--- src/rtl/stage_id.sv ---
// Decode stage: IF/ID pipeline register, branch/jump resolution driving the
// fetch redirect, and a saturating counter of taken redirects.
module stage_id #(
  parameter logic [31:0] RESET_PC = 32'h0000_3004,
  parameter int unsigned CNT_W    = 32
) (
  input  logic             clk,
  input  logic             rst,
  input  logic             stall_D,
  input  logic             flush_D,
  input  logic [31:0]      IR_F,
  input  logic [31:0]      PCInc4_F,
  input  logic [31:0]      RD1_D,
  input  logic [31:0]      RD2_D,
  output logic [31:0]      IR_D,
  output logic [31:0]      PCInc4_D,
  output logic [4:0]       rs_D,
  output logic [4:0]       rt_D,
  output logic             ctrl_pc_src_D,
  output logic [31:0]      NPC_D,
  output logic             link_D,
  output logic [CNT_W-1:0] taken_cnt
);

  logic [31:0]      ir_q, ir_d;
  logic [31:0]      pc_q, pc_d;
  logic [CNT_W-1:0] cnt_q, cnt_d;

  logic [5:0]  op;
  logic [5:0]  funct;
  logic [31:0] brTarget;
  logic [31:0] jTarget;
  logic [31:0] target;
  logic        taken;
  logic        rsNeg;
  logic        rsZero;

  // Flush beats stall; the counter samples the redirect seen before the edge.
  always_comb begin
    ir_d  = ir_q;
    pc_d  = pc_q;
    cnt_d = cnt_q;
    if (flush_D) begin
      ir_d = '0;
      pc_d = PCInc4_F;
    end else if (!stall_D) begin
      ir_d = IR_F;
      pc_d = PCInc4_F;
    end
    if (ctrl_pc_src_D && (cnt_q != '1)) begin
      cnt_d = cnt_q + 1'b1;
    end
  end

  always_ff @(posedge clk or posedge rst) begin
    if (rst) begin
      ir_q  <= '0;
      pc_q  <= RESET_PC;
      cnt_q <= '0;
    end else begin
      ir_q  <= ir_d;
      pc_q  <= pc_d;
      cnt_q <= cnt_d;
    end
  end

  assign op       = ir_q[31:26];
  assign funct    = ir_q[5:0];
  assign rsNeg    = RD1_D[31];
  assign rsZero   = (RD1_D == 32'h0);
  assign brTarget = pc_q + {{14{ir_q[15]}}, ir_q[15:0], 2'b00};
  assign jTarget  = {pc_q[31:28], ir_q[25:0], 2'b00};

  // Signed compares against zero reduce to sign bit and zero test.
  always_comb begin
    taken  = 1'b0;
    target = brTarget;
    case (op)
      6'd1: begin
        if (ir_q[20:16] == 5'd0) begin
          taken = rsNeg;
        end else if (ir_q[20:16] == 5'd1) begin
          taken = !rsNeg;
        end
      end
      6'd4: taken = (RD1_D == RD2_D);
      6'd5: taken = (RD1_D != RD2_D);
      6'd6: taken = rsNeg || rsZero;
      6'd7: taken = !rsNeg && !rsZero;
      6'd2, 6'd3: begin
        taken  = 1'b1;
        target = jTarget;
      end
      6'd0: begin
        if ((funct == 6'd8) || (funct == 6'd9)) begin
          taken  = 1'b1;
          target = RD1_D;
        end
      end
      default: taken = 1'b0;
    endcase
  end

  assign IR_D          = ir_q;
  assign PCInc4_D      = pc_q;
  assign rs_D          = ir_q[25:21];
  assign rt_D          = ir_q[20:16];
  assign ctrl_pc_src_D = taken & ~stall_D;
  assign NPC_D         = taken ? target : pc_q;
  assign link_D        = (op == 6'd3) || ((op == 6'd0) && (funct == 6'd9));
  assign taken_cnt     = cnt_q;

endmodule

--- config.mk ---
export PLATFORM = sky130hd
export DESIGN_NAME = stage_id
export DESIGN_NICKNAME = d
export VERILOG_FILES = /design/src/rtl/stage_id.sv
export SDC_FILE = /design/constraint.sdc
export NUM_CORES = 1
export LEC_CHECK = 0
export BUFFER_PORTS_ARGS = -buffer_cell sky130_fd_sc_hd__clkbuf_2
export CORE_MARGIN = 5
export CORE_UTILIZATION = 54
export CTS_BUF_LIST = sky130_fd_sc_hd__clkbuf_16
export DETAILED_ROUTE_END_ITERATION = 10
export PLACE_DENSITY = 0.88
export SYNTH_ARGS = -nofsm -noshare
export SYNTH_HDL_FRONTEND = slang
export SYNTH_SLANG_ARGS = --single-unit
--- constraint.sdc ---
create_clock -name clk -period 6.8 [get_ports clk]
set_clock_uncertainty 0.2 [all_clocks]
set_input_delay 0 -clock clk [delete_from_list [all_inputs] [get_ports clk]]
set_output_delay 0 -clock clk [all_outputs]
set_load 0.005 [all_outputs]
# Yosys cells after proc, flatten, opt, wreduce, memory -nomap -nowiden
# Index checks and enable logic that the tools add are counted.
# totals
elab_cells,44
in_bits,132
ff_bits,96
output_inout_bits,140
# op_classes
n_bitwise,2
n_mux,11
add_sub_neg,2
n_reduce_logical,12
n_eq_ne,14
# ops
op,n
$mux W32,6
$pmux W32 S2,1
$add A32 B1 Y32 const B,1
$add A32 B32 Y32,1
$eq A32 B32 Y1,1
$logic_not A32 Y1,1
$ne A32 B32 Y1,1
$ne A32 B32 Y1 const B,1
$eq A6 B3 Y1 const B,4
$eq A6 B2 Y1 const B,2
$eq A6 B4 Y1 const B,2
$pmux W1 S7,1
$eq A6 B1 Y1 const B,1
$logic_not A6 Y1,1
$eq A5 B1 Y1 const B,1
$logic_not A5 Y1,1
$logic_and A1 B1 Y1,3
$logic_or A1 B1 Y1,3
$mux W1,3
$logic_not A1 Y1,2
$ne A2 B1 Y1 const B,1
$reduce_or A2 Y1,1
$and A1 B1 Y1,1
$not A1 Y1,1

# Depth between registers and ports, before layout
# Gate-level depths: netlist (run 1).
# depth
word_depth,6
ltp_mapped,12

# Least setup slack after synthesis (run 1)
# Ideal clock, no wire load.
# synth_path
kind,register to output
startpoint,reg ir_q[13] (netlist: IR_D[13])
endpoint,out NPC_D[28]
stages_incl_launch_ff,11
slack_ns,3.963
n_path_buf,0
arrival_time_ns,2.637
path_cell_list,dfrtp_1 ha_1 a21o_1 a21o_1 a2111oi_0 nor3_1 a21o_1 a2111oi_0 nor2_1 xnor2_1 o31ai_1
# synth_via
elab_chain_cells,4
# synth_rtl
element,line_no,text
from (decl),25,"logic [31:0] ir_q, ir_d;"
from (signal assigned),61,ir_q <= ir_d;
$add A32 B32 Y32 *,71,"assign brTarget = pc_q + {{14{ir_q[15]}}, ir_q[15:0], 2'b00};"
$mux W32,95,if ((funct == 6'd8) || (funct == 6'd9)) begin
$pmux W32 S2 *,78,case (op)
$mux W32 *,109,assign NPC_D = taken ? target : pc_q;
to (decl),20,"output logic [31:0] NPC_D,"
# Every way passes the cells marked *; elsewhere a longest branch is shown, timed or not.

# Worst setup path in the final report (run 1)
# layout_path
startpoint,reg ir_q[15] (netlist: IR_D[15])
endpoint,out NPC_D[28]
# Same word-level chain as after synthesis.

==> impl_metrics.yaml, run 1 <==
synth:
  synth_area_um2: 6850
  syn_nets: 890
  synth-seq-area-share_pct: 35.1
  synth-seq-cells: 96
  syn_inst: 727
  ys.flop_type: "dfrtp_1"
  yosys_warnings: 0
  synth_edf_count: 0
  yosys.area_share.simple_pct: 17.8
  synth_top_cell_by_area: "dfrtp_1"
  synth.area.mux_share_pct: 10.7
  synth_xor_area_share_pct: 11.5
  syn_avg_cell_area_um2: 9.43
  yosysTopAreaCellShare_pct: 34.0
  synth.area.top_cells: "dfrtp_1 34%, xnor2_1 9.1%, mux2_2 5.6%, ha_1 5.5%, mux2i_1 5.1%"
  synthArstFlopShare_pct: 100
  synth_compound_area_share_pct: 15.6
  synth_top_family_by_area: "simple AND/OR/NAND/NOR gates"
  synth_cell_type_count: 65
  yosys.area_share.adder_pct: 5.77
setup_path:
  required_ns: 6.60
  crit_path_end_kind: "output port"
  cp_slowest_cell: "dfrtp_1"
  crit_type: "register to output port"
  worst_path_most_repeated_cell: "a2111oi_0"
  crit_buf_inv: 1
  path_delay_family: "compound AO/OA/AOI/OAI gates"
  path_cells: "ha_1, a2111oi_0, nor3_1, a21o_1, a2111oi_0, nor2_1, xnor2_1, o31ai_1, clkbuf_2"
  cp_max_fo: 18
  cp.arrival_ns: 3.57
  startpoint_type: "register"
  crit_path_max_incr_delay_ns: 0.78
die:
  core_area_um2: 12500
  num_rows: 41
  die_y_um: 123
  initial_core_util_pct: 54.7
  io_pins: 272
  die_area_um2: 15000
  chipWidth_um: 123
grt:
  grtUsageTotal_pct: 33.8
  grt_util_met2_pct: 58.6
  grt_pass1_vias: 7353
  grt_max_degree: 62
  grtUsageMet3_pct: 8.29
  gr-total-overflow: 0
  antenna_found_initial: 0
  busiest_layer: "met2"
  grt_use_met1_pct: 37.6
  grt_pass1_wl_um: 39200
timing:
  rsz0062_at_grt: "no"
  hold_viol: 0
  setup_viol: 0
  timing.slew.headroom_pct: 25.3
  post-route-min-period_ns: 3.77
  slew_viol_final: 0
  finalCritPeriodShare_pct: 55.4
  max_freq_mhz: 265
  fin_setup_tns_ns: 0
  max_slew.worst_pin.slew_ns: 1.12
  hold_ws_ns: 0.0420
routing:
  firstDrtPassIters: 5
  vias: 7240
  wirelength_um: 25400
  first_iter_violations: 550
  vias_per_cell: 5.95
  drc: 0
  wl_per_cell_um: 20.9
  drtAntennaViolNets: 0
clock_tree:
  clk_pin_slew_ns: 0.07
  h-tree-depth: 3
  clock-sinks: 96
  hold_buffers: 65
  cts_tree: "yes"
  ctsResizeCount: 0
  cts_root_buf: "clkbuf_16"
  cts_setup_buffers: 0
  insertion_delay_ns: 0.36
  clockBufferDepth: 2
  numCtsBuffers: 9
pwr:
  netSwitchingFraction_pct: 35.1
  power.density_nw_per_um2: 189
  peakVddDrop_mv: 0.142
  p_int_w: 0.00113
  p_leak_nw: 4.55
  seq_power_share_pct: 38.4
  switchingPower_w: 0.000612
  p_comb_share_pct: 32.3
  finalPower_w: 0.00174
  clkPwrFrac_pct: 29.3
finish:
  mostFrequentLayoutCells: "271 x clkbuf_2, 93 x dfrtp_1, 71 x xnor2_1"
  utilization_pct: 73.7
  syn2layout_area_growth_pct: 34.6
  nets: 1201
  layout_commonest_cell: "clkbuf_2"
  drive_above_1_share_pct: 33.9
run_status:
  status: "finished, final reports clean"
placement:
  hpwl_um: 18100
  place.port_buffers: 271
  gp_congestion: 0.963
min_path:
  hold_class: "primary input to async pin"
job:
  cap_violations: 0
## synth_stat cells, drive strengths merged (3+ instances only)
cell type,number
inv,11
o211ai,4
a22o,8
nand3,18
nor2,65
a22oi,6
o21bai,6
nand4,22
a221o,3
xor2,19
dfstp,3
ha,30
mux2,34
mux2i,35
nor3,9
and3,9
nor4b,3
and4,5
a31oi,5
xnor2,71
buf,14
clkbuf,26
nor4,17
dfrtp,93
a21o,12
nand2b,8
and2,5
a221oi,15
o21ai,45
a21oi,43
nand2,57
a211oi,3
## routing by layer
metal,part of all wire [%],routed length (um),vias up
met5,0,0,-
met4,5.5,1390,0
met3,9.3,2350,98
met2,50,12700,443
met1,35,8960,3427
li1,-,-,3272
## through the flow
step / std cells / setup slack (ns) / area [um^2]
after floorplan: 727 / 3.96 / 6850
after global placement: 1134 / 3.55 / 8280
after detailed placement: 1134 / 3.50 / 8280
after CTS: 1215 / 3.11 / 9220
after global routing: 1215 / 2.83 / 9220
final: 1217 / 3.03 / 9220
## kinds of logic (layout without fill, tap and decap cells)
| group | count (synthesis) | count (layout) |
|---|---|---|
| multiplexers | 69 | 69 |
| XOR/XNOR | 90 | 90 |
| buffers and inverters | 52 | 368 |
| other | 0 | 2 |
| AO/OA/AOI/OAI | 164 | 164 |
| adder cells (fa/ha/maj) | 31 | 31 |
| flip-flops | 96 | 96 |
| AND/OR/NAND/NOR | 225 | 225 |
## worst register-to-register path, cell delays in order (launching register included)
cell and delay [ns]:
dfrtp_1 0.46, nor4b_1 0.36, nand2_1 0.23, and3_1 0.25, o22ai_1 0.27, nor2_4 0.04
buf_4 0.32, nor4b_4 0.59, and3_1 0.24, xor2_1 0.14
## registers in the layout (all words and copies together) (netlist names)
signal and flops:
taken_cnt 32, IR_D 32, PCInc4_D 32
## cell type report
type                       count  area, um^2
inverter                      11        43.8
sequential                    96        2410
tap                          172         215
clock buffer                   9         225
timing repair buffer         341        2040
clock inverter                 7        61.3
antenna                        2        5.00
multi-input combinational    579        4220
fill                         896        3290
## power groups by stage
stage / Combinational (W) / Clock (W) / Sequential [W]
finish: 0.000563 / 0.000510 / 0.000668
global route: 0.000616 / 0.000535 / 0.000674
CTS: 0.000550 / 0.000507 / 0.000666
detailed placement: 0.000517 / 0 / 0.000677
global placement: 0.000507 / 0 / 0.000674
floorplan: 0.000322 / 0 / 0.000663
## path summary, 6_finish.rpt
| kind | from | to | slack, ns | cells after the start |
|---|---|---|---|---|
| worst min-delay path | rst | taken_cnt[5] | 0.04 | 3 |
| min in group clk | flush_D | IR_D[18] | 0.15 | 2 |
| worst max register to register | IR_D[2] | taken_cnt[10] | 3.61 | 9 |
| worst max-delay path | IR_D[15] | NPC_D[28] | 3.03 | 9 |
| worst min register to register | taken_cnt[5] | taken_cnt[5] | 0.31 | 1 |
| max in group asynchronous | rst | PCInc4_D[20] | 5.21 | 4 |
Power figures use the tool's default switching activity.
==> run 2, diff against run 1 <==
--- a/config.mk
+++ b/config.mk
@@ -7,10 +7,10 @@
 export LEC_CHECK = 0
 export BUFFER_PORTS_ARGS = -buffer_cell sky130_fd_sc_hd__clkbuf_2
 export CORE_MARGIN = 5
-export CORE_UTILIZATION = 54
+export CORE_UTILIZATION = 50
 export CTS_BUF_LIST = sky130_fd_sc_hd__clkbuf_16
 export DETAILED_ROUTE_END_ITERATION = 10
-export PLACE_DENSITY = 0.88
+export PLACE_DENSITY = 0.82
 export SYNTH_ARGS = -nofsm -noshare
 export SYNTH_HDL_FRONTEND = slang
 export SYNTH_SLANG_ARGS = --single-unit
==> constraint.sdc (replaced) <==
create_clock -name clk -period 4 [get_ports clk]
set_clock_uncertainty 0.2 [all_clocks]
set_input_delay 0 -clock clk [delete_from_list [all_inputs] [get_ports clk]]
set_output_delay 0 -clock clk [all_outputs]
set_load 0.005 [all_outputs]
==> impl_metrics.yaml, run 2 (same netlist as run 1, synthesis figures left out) <==
run_status:
  status: "finished, final reports clean"
placement:
  place.port_buffers: 271
  hpwl_um: 18500
  gp_congestion: 0.918
  place_inst: 1143
clock_tree:
  cts_setup_buffers: 0
  numCtsBuffers: 9
  h-tree-depth: 3
  clockBufferDepth: 2
  clk_pin_slew_ns: 0.07
  cts_root_buf: "clkbuf_16"
  clock-sinks: 96
  insertion_delay_ns: 0.36
  cts_tree: "yes"
job:
  cap_violations: 0
die:
  die_y_um: 127
  core_area_um2: 13300
  io_pins: 272
  chipWidth_um: 127
  num_rows: 42
  initial_core_util_pct: 51.3
  die_area_um2: 16100
pwr:
  peakVddDrop_mv: 0.313
  p_leak_nw: 4.79
  power.density_nw_per_um2: 322
  finalPower_w: 0.00311
setup_path:
  crit_buf_inv: 1
  r2r-end: "taken_cnt[15]"
  path_delay_family: "compound AO/OA/AOI/OAI gates"
  cp_slowest_cell: "dfrtp_1"
  startpoint_type: "register"
  reg2reg_depth: 8
  cp.arrival_ns: 3.61
  crit_path_end_kind: "output port"
  cp-endpoint: "NPC_D[31]"
  cp-startpoint: "IR_D[1]"
  worst-path-stages: 11
  cp_max_fo: 6
  rrSetupSlack_ns: 0.90
  required_ns: 3.80
  crit_path_max_incr_delay_ns: 0.45
  r2r_start: "IR_D[2]"
  crit_type: "register to output port"
  path_cells: "ha_1, a211oi_1, o21ai_1, o2111a_1, a31oi_2, o22ai_1, o41ai_2, xnor2_1, a22oi_1, o2bb2ai_1, clkbuf_2"
finish:
  syn2layout_area_growth_pct: 40.7
  mostFrequentLayoutCells: "271 x clkbuf_2, 98 x dlygate4sd3_1, 93 x dfrtp_1"
  drive_above_1_share_pct: 33.4
  layout_commonest_cell: "clkbuf_2"
  nets: 1239
  fin_cells: 1260
grt:
  antenna_found_initial: 1
  gr-total-overflow: 0
  grt_max_degree: 59
  grt_pass1_wl_um: 42000
  grtUsageTotal_pct: 32.9
  grt_pass1_vias: 7845
timing:
  max_freq_mhz: 262
  rsz0062_at_grt: "no"
  hold_viol: 0
  post-route-min-period_ns: 3.81
  max_slew.worst_pin.slew_ns: 1.02
  timing.slew.headroom_pct: 31.5
  slew_viol_final: 0
  finalCritPeriodShare_pct: 95.3
  setup_viol: 0
  fin_setup_tns_ns: 0
routing:
  firstDrtPassIters: 6
  drc: 0
  wl_per_cell_um: 21.3
  drtAntennaViolNets: 0
  first_iter_violations: 570
  vias: 7473
  wirelength_um: 26800
  vias_per_cell: 5.93
min_path:
  hold_class: "primary input to register"
## run 2: cell count changes in the layout (fill, tap and decap cells not counted), moves of 2 or more
cell	change
buf_4	+5
clkinv_4	-2
dlygate4sd3_1	+33
inv_8	-2
bufinv_16	+2
## run 2: worst register-to-register path, delay by kind of cell, from the launching register on
kind | cells | cell delay, ns
AOI/OAI and AO/OA | 1 | 0.25
xor gates and xnor gates | 1 | 0.17
DFF | 1 | 0.47
and+or+nand+nor | 6 | 1.87
## run 2: repair_timing
action                                  CTS  global route
endpoints found under the setup margin    0             1
hold buffers                             98             0
hold endpoints to repair                118             0
resized for setup                         0             1
## run 2: final cells by class
cell class              instances  area [um^2]
diodes                          3         7.51
clock buffers                   9          225
clock inverters                 7         98.8
fillers                       986         3710
inverters                      11         43.8
multi-input cells             579         4230
flip-flops and latches         96         2410
well taps                     176          220
repair buffers                379         2410
## run 2: routing by layer
| layer | vias to the layer above | global-route usage, % | wire, um |
|---|---|---|---|
| met3 | 126 | 8.97 | 2540 |
| li1 | 3362 | - | - |
| met1 | 3481 | 37.0 | 9620 |
| met2 | 504 | 56.3 | 13000 |
| met5 | - | 0 | 0 |
| met4 | 0 | 18.6 | 1590 |
## run 2: power by group
| group | switching (W) | internal [W] | total (W) |
|---|---|---|---|
| combinational | 0.000536 | 0.000473 | 0.00101 |
| sequential | 0.0000985 | 0.00104 | 0.00114 |
| clock | 0.000408 | 0.000554 | 0.000962 |
| total | 0.00104 | 0.00206 | 0.00311 |
## run 2: worst min path at each step
stage / start / endpoint / slack [ns] / depth (start not counted)
global placement: rst / PCInc4_D[30] / -0.03 / 2
global route: stall_D / taken_cnt[18] / 0.11 / 3
floorplan: RD1_D[0] / NPC_D[0] / -0.1 / 2
detailed placement: rst / PCInc4_D[30] / -0.02 / 2
CTS: stall_D / taken_cnt[18] / 0.08 / 3
finish: stall_D / taken_cnt[18] / 0.09 / 3
## run 2: per-stage QoR
| step | cell area [um^2] | setup WS, ns | utilization (%) | hold slack (ns) |
|---|---|---|---|---|
| after global routing | 9630 | 0.0327 | 72.2 | 0.114 |
| after floorplan | 6850 | 1.16 | - | -0.0960 |
| after detailed placement | 8320 | 0.666 | 62.4 | -0.0214 |
| after global placement | 8320 | 0.678 | 62.4 | -0.0339 |
| final | 9640 | 0.189 | 72.2 | 0.0946 |
| after CTS | 9630 | 0.253 | 72.1 | 0.0783 |
==> run 3, diff against run 2 <==
==> config.mk (replaced) <==
export PLATFORM = sky130hd
export DESIGN_NAME = stage_id
export DESIGN_NICKNAME = d
export VERILOG_FILES = /design/src/rtl/stage_id.sv
export SDC_FILE = /design/constraint.sdc
export NUM_CORES = 1
export LEC_CHECK = 0
export CORE_ASPECT_RATIO = 1.75
export CORE_MARGIN = 5
export CORE_UTILIZATION = 55
export CTS_BUF_LIST = sky130_fd_sc_hd__clkbuf_8 sky130_fd_sc_hd__clkbuf_16
export DETAILED_ROUTE_END_ITERATION = 10
export DONT_BUFFER_PORTS = 1
export PLACE_DENSITY = 0.7
export SYNTH_ARGS = -nofsm -noshare
export SYNTH_HDL_FRONTEND = slang
export SYNTH_SLANG_ARGS = --single-unit
==> impl_metrics.yaml, run 3 (same netlist as run 1, synthesis figures left out) <==
run_status:
  status: "finished, final reports clean"
grt:
  grt_pass1_vias: 6847
  antenna_found_initial: 1
  gr-total-overflow: 0
  grtUsageTotal_pct: 32.1
  grt_max_degree: 65
  grt_pass1_wl_um: 36600
placement:
  placed_area_um2: 6920
  place.port_buffers: 0
  gp_congestion: 0.920
  hpwl_um: 17200
finish:
  layout_commonest_cell: "dlygate4sd3_1"
  syn2layout_area_growth_pct: 25.1
  final_area_um2: 8570
  drive_above_1_share_pct: 10.0
  nets: 997
  fill_cells: 934
  mostFrequentLayoutCells: "131 x dlygate4sd3_1, 93 x dfrtp_1, 71 x xnor2_1"
setup_path:
  cp_max_fo: 18
  required_ns: 3.80
  cp_slowest_cell: "dfrtp_1"
  rrSetupSlack_ns: 1.01
  crit_path_max_incr_delay_ns: 0.84
  cp.arrival_ns: 3.57
  worst_path_most_repeated_cell: "a2111oi_0"
  path_cells: "ha_1, a2111oi_0, nor3_1, a21o_1, a2111oi_0, nor2_1, xnor2_1, o31ai_1"
  startpoint_type: "register"
  crit_path_end_kind: "output port"
  crit_type: "register to output port"
timing:
  hold_viol: 0
  timing.slew.headroom_pct: 20.5
  slew_viol_final: 0
  max_slew.worst_pin.slew_ns: 1.19
  finalCritPeriodShare_pct: 94.3
  rsz0062_at_grt: "no"
  fin_setup_tns_ns: 0
  setup_viol: 0
  max_freq_mhz: 265
  post-route-min-period_ns: 3.77
min_path:
  hold_class: "primary input to output port"
clock_tree:
  clockBufferDepth: 2
  clock-sinks: 96
  insertion_delay_ns: 0.35
  h-tree-depth: 3
  clk_pin_slew_ns: 0.07
  cts_root_buf: "clkbuf_16"
  cts_tree: "yes"
  numCtsBuffers: 9
  cts_setup_buffers: 0
pwr:
  finalPower_w: 0.00291
  power.density_nw_per_um2: 339
  p_leak_nw: 3.73
  peakVddDrop_mv: 0.209
routing:
  wirelength_um: 24100
  drtAntennaViolNets: 0
  wl_per_cell_um: 23.9
  firstDrtPassIters: 5
  first_iter_violations: 370
  vias_per_cell: 6.34
  drc: 0
  vias: 6383
job:
  cap_violations: 0
die:
  die_y_um: 158
  io_pins: 272
  core_area_um2: 12400
  chipWidth_um: 94.4
  num_rows: 54
  initial_core_util_pct: 55.4
  die_area_um2: 14900
==> run 3: cell count changes in the layout (fill, tap and decap cells not counted) <==
cell,previous run,this run
a21oi_1,41,42
dlygate4sd3_1,98,131
a21oi_2,2,1
clkbuf_8,0,1
buf_12,0,1
inv_6,3,0
buf_4,10,5
clkinv_4,0,1
diode_2,3,1
clkbuf_2,271,0
==> run 3: path summary, 6_finish.rpt <==
path,start,endpoint,cells past startpoint
setup / recovery,IR_D[15],NPC_D[28],8
hold / removal,RD1_D[7],NPC_D[7],2
setup reg to reg,IR_D[2],taken_cnt[15],8
hold reg to reg,taken_cnt[29],taken_cnt[29],1
max in group asynchronous,rst,taken_cnt[17],3
min in group asynchronous,rst,taken_cnt[22],2
==> run 3: layer usage <==
metal  part of all wire (%)  vias up  track usage, %
li1                       -     2864               -
met1                     34     3045            33.9
met2                     52      399            57.4
met3                    9.9       75            8.61
met4                    4.8        0            16.9
met5                      0        -               0
==> run 3: report_power, final <==
| part | internal, W | switching (W) | total, W | leakage [nW] |
|---|---|---|---|---|
| clock | 0.000562 | 0.000386 | 0.000949 | 0.155 |
| combinational | 0.000382 | 0.000423 | 0.000806 | 2.34 |
| sequential | 0.00104 | 0.000117 | 0.00115 | 1.23 |
| total | 0.00198 | 0.000927 | 0.00291 | 3.73 |
==> run 3: critical path, delay by kind of cell, from the launching register on <==
kind | cells | cell delay (ns)
and+or+nand+nor | 2 | 0.28
AOI/OAI and AO/OA | 4 | 1.53
adders and majority gates | 1 | 0.43
DFF | 1 | 0.84
xor gates and xnor gates | 1 | 0.14
==> run 3: cell type report <==
type | count | area [um^2] | area share (%)
multi-input cells | 579 | 4220 | 49.2
flip-flops and latches | 96 | 2410 | 28.1
repair buffers | 137 | 1370 | 16.0
clock buffers | 10 | 239 | 2.79
well taps | 168 | 210 | 2.45
clock inverters | 5 | 81.3 | 0.949
inverters | 11 | 43.8 | 0.511
diodes | 1 | 2.50 | 0.0292
==> run 3: stage by stage <==
step	hold WS, ns	setup WS (ns)	instances	util [%]
final	0.0734	0.229	1007	69.3
after global placement	-0.135	0.654	859	56.0
after floorplan	-0.0960	1.16	727	-
after CTS	0.0652	0.259	1006	69.3
after global routing	0.102	0.0187	1007	69.3
after detailed placement	-0.128	0.627	859	56.0
==> run 3: what timing repair did <==
item | 4_1_cts | 5_1_grt
gates resized for setup | 0 | 0
hold buffers | 132 | 0
endpoints found under the hold margin | 162 | 0
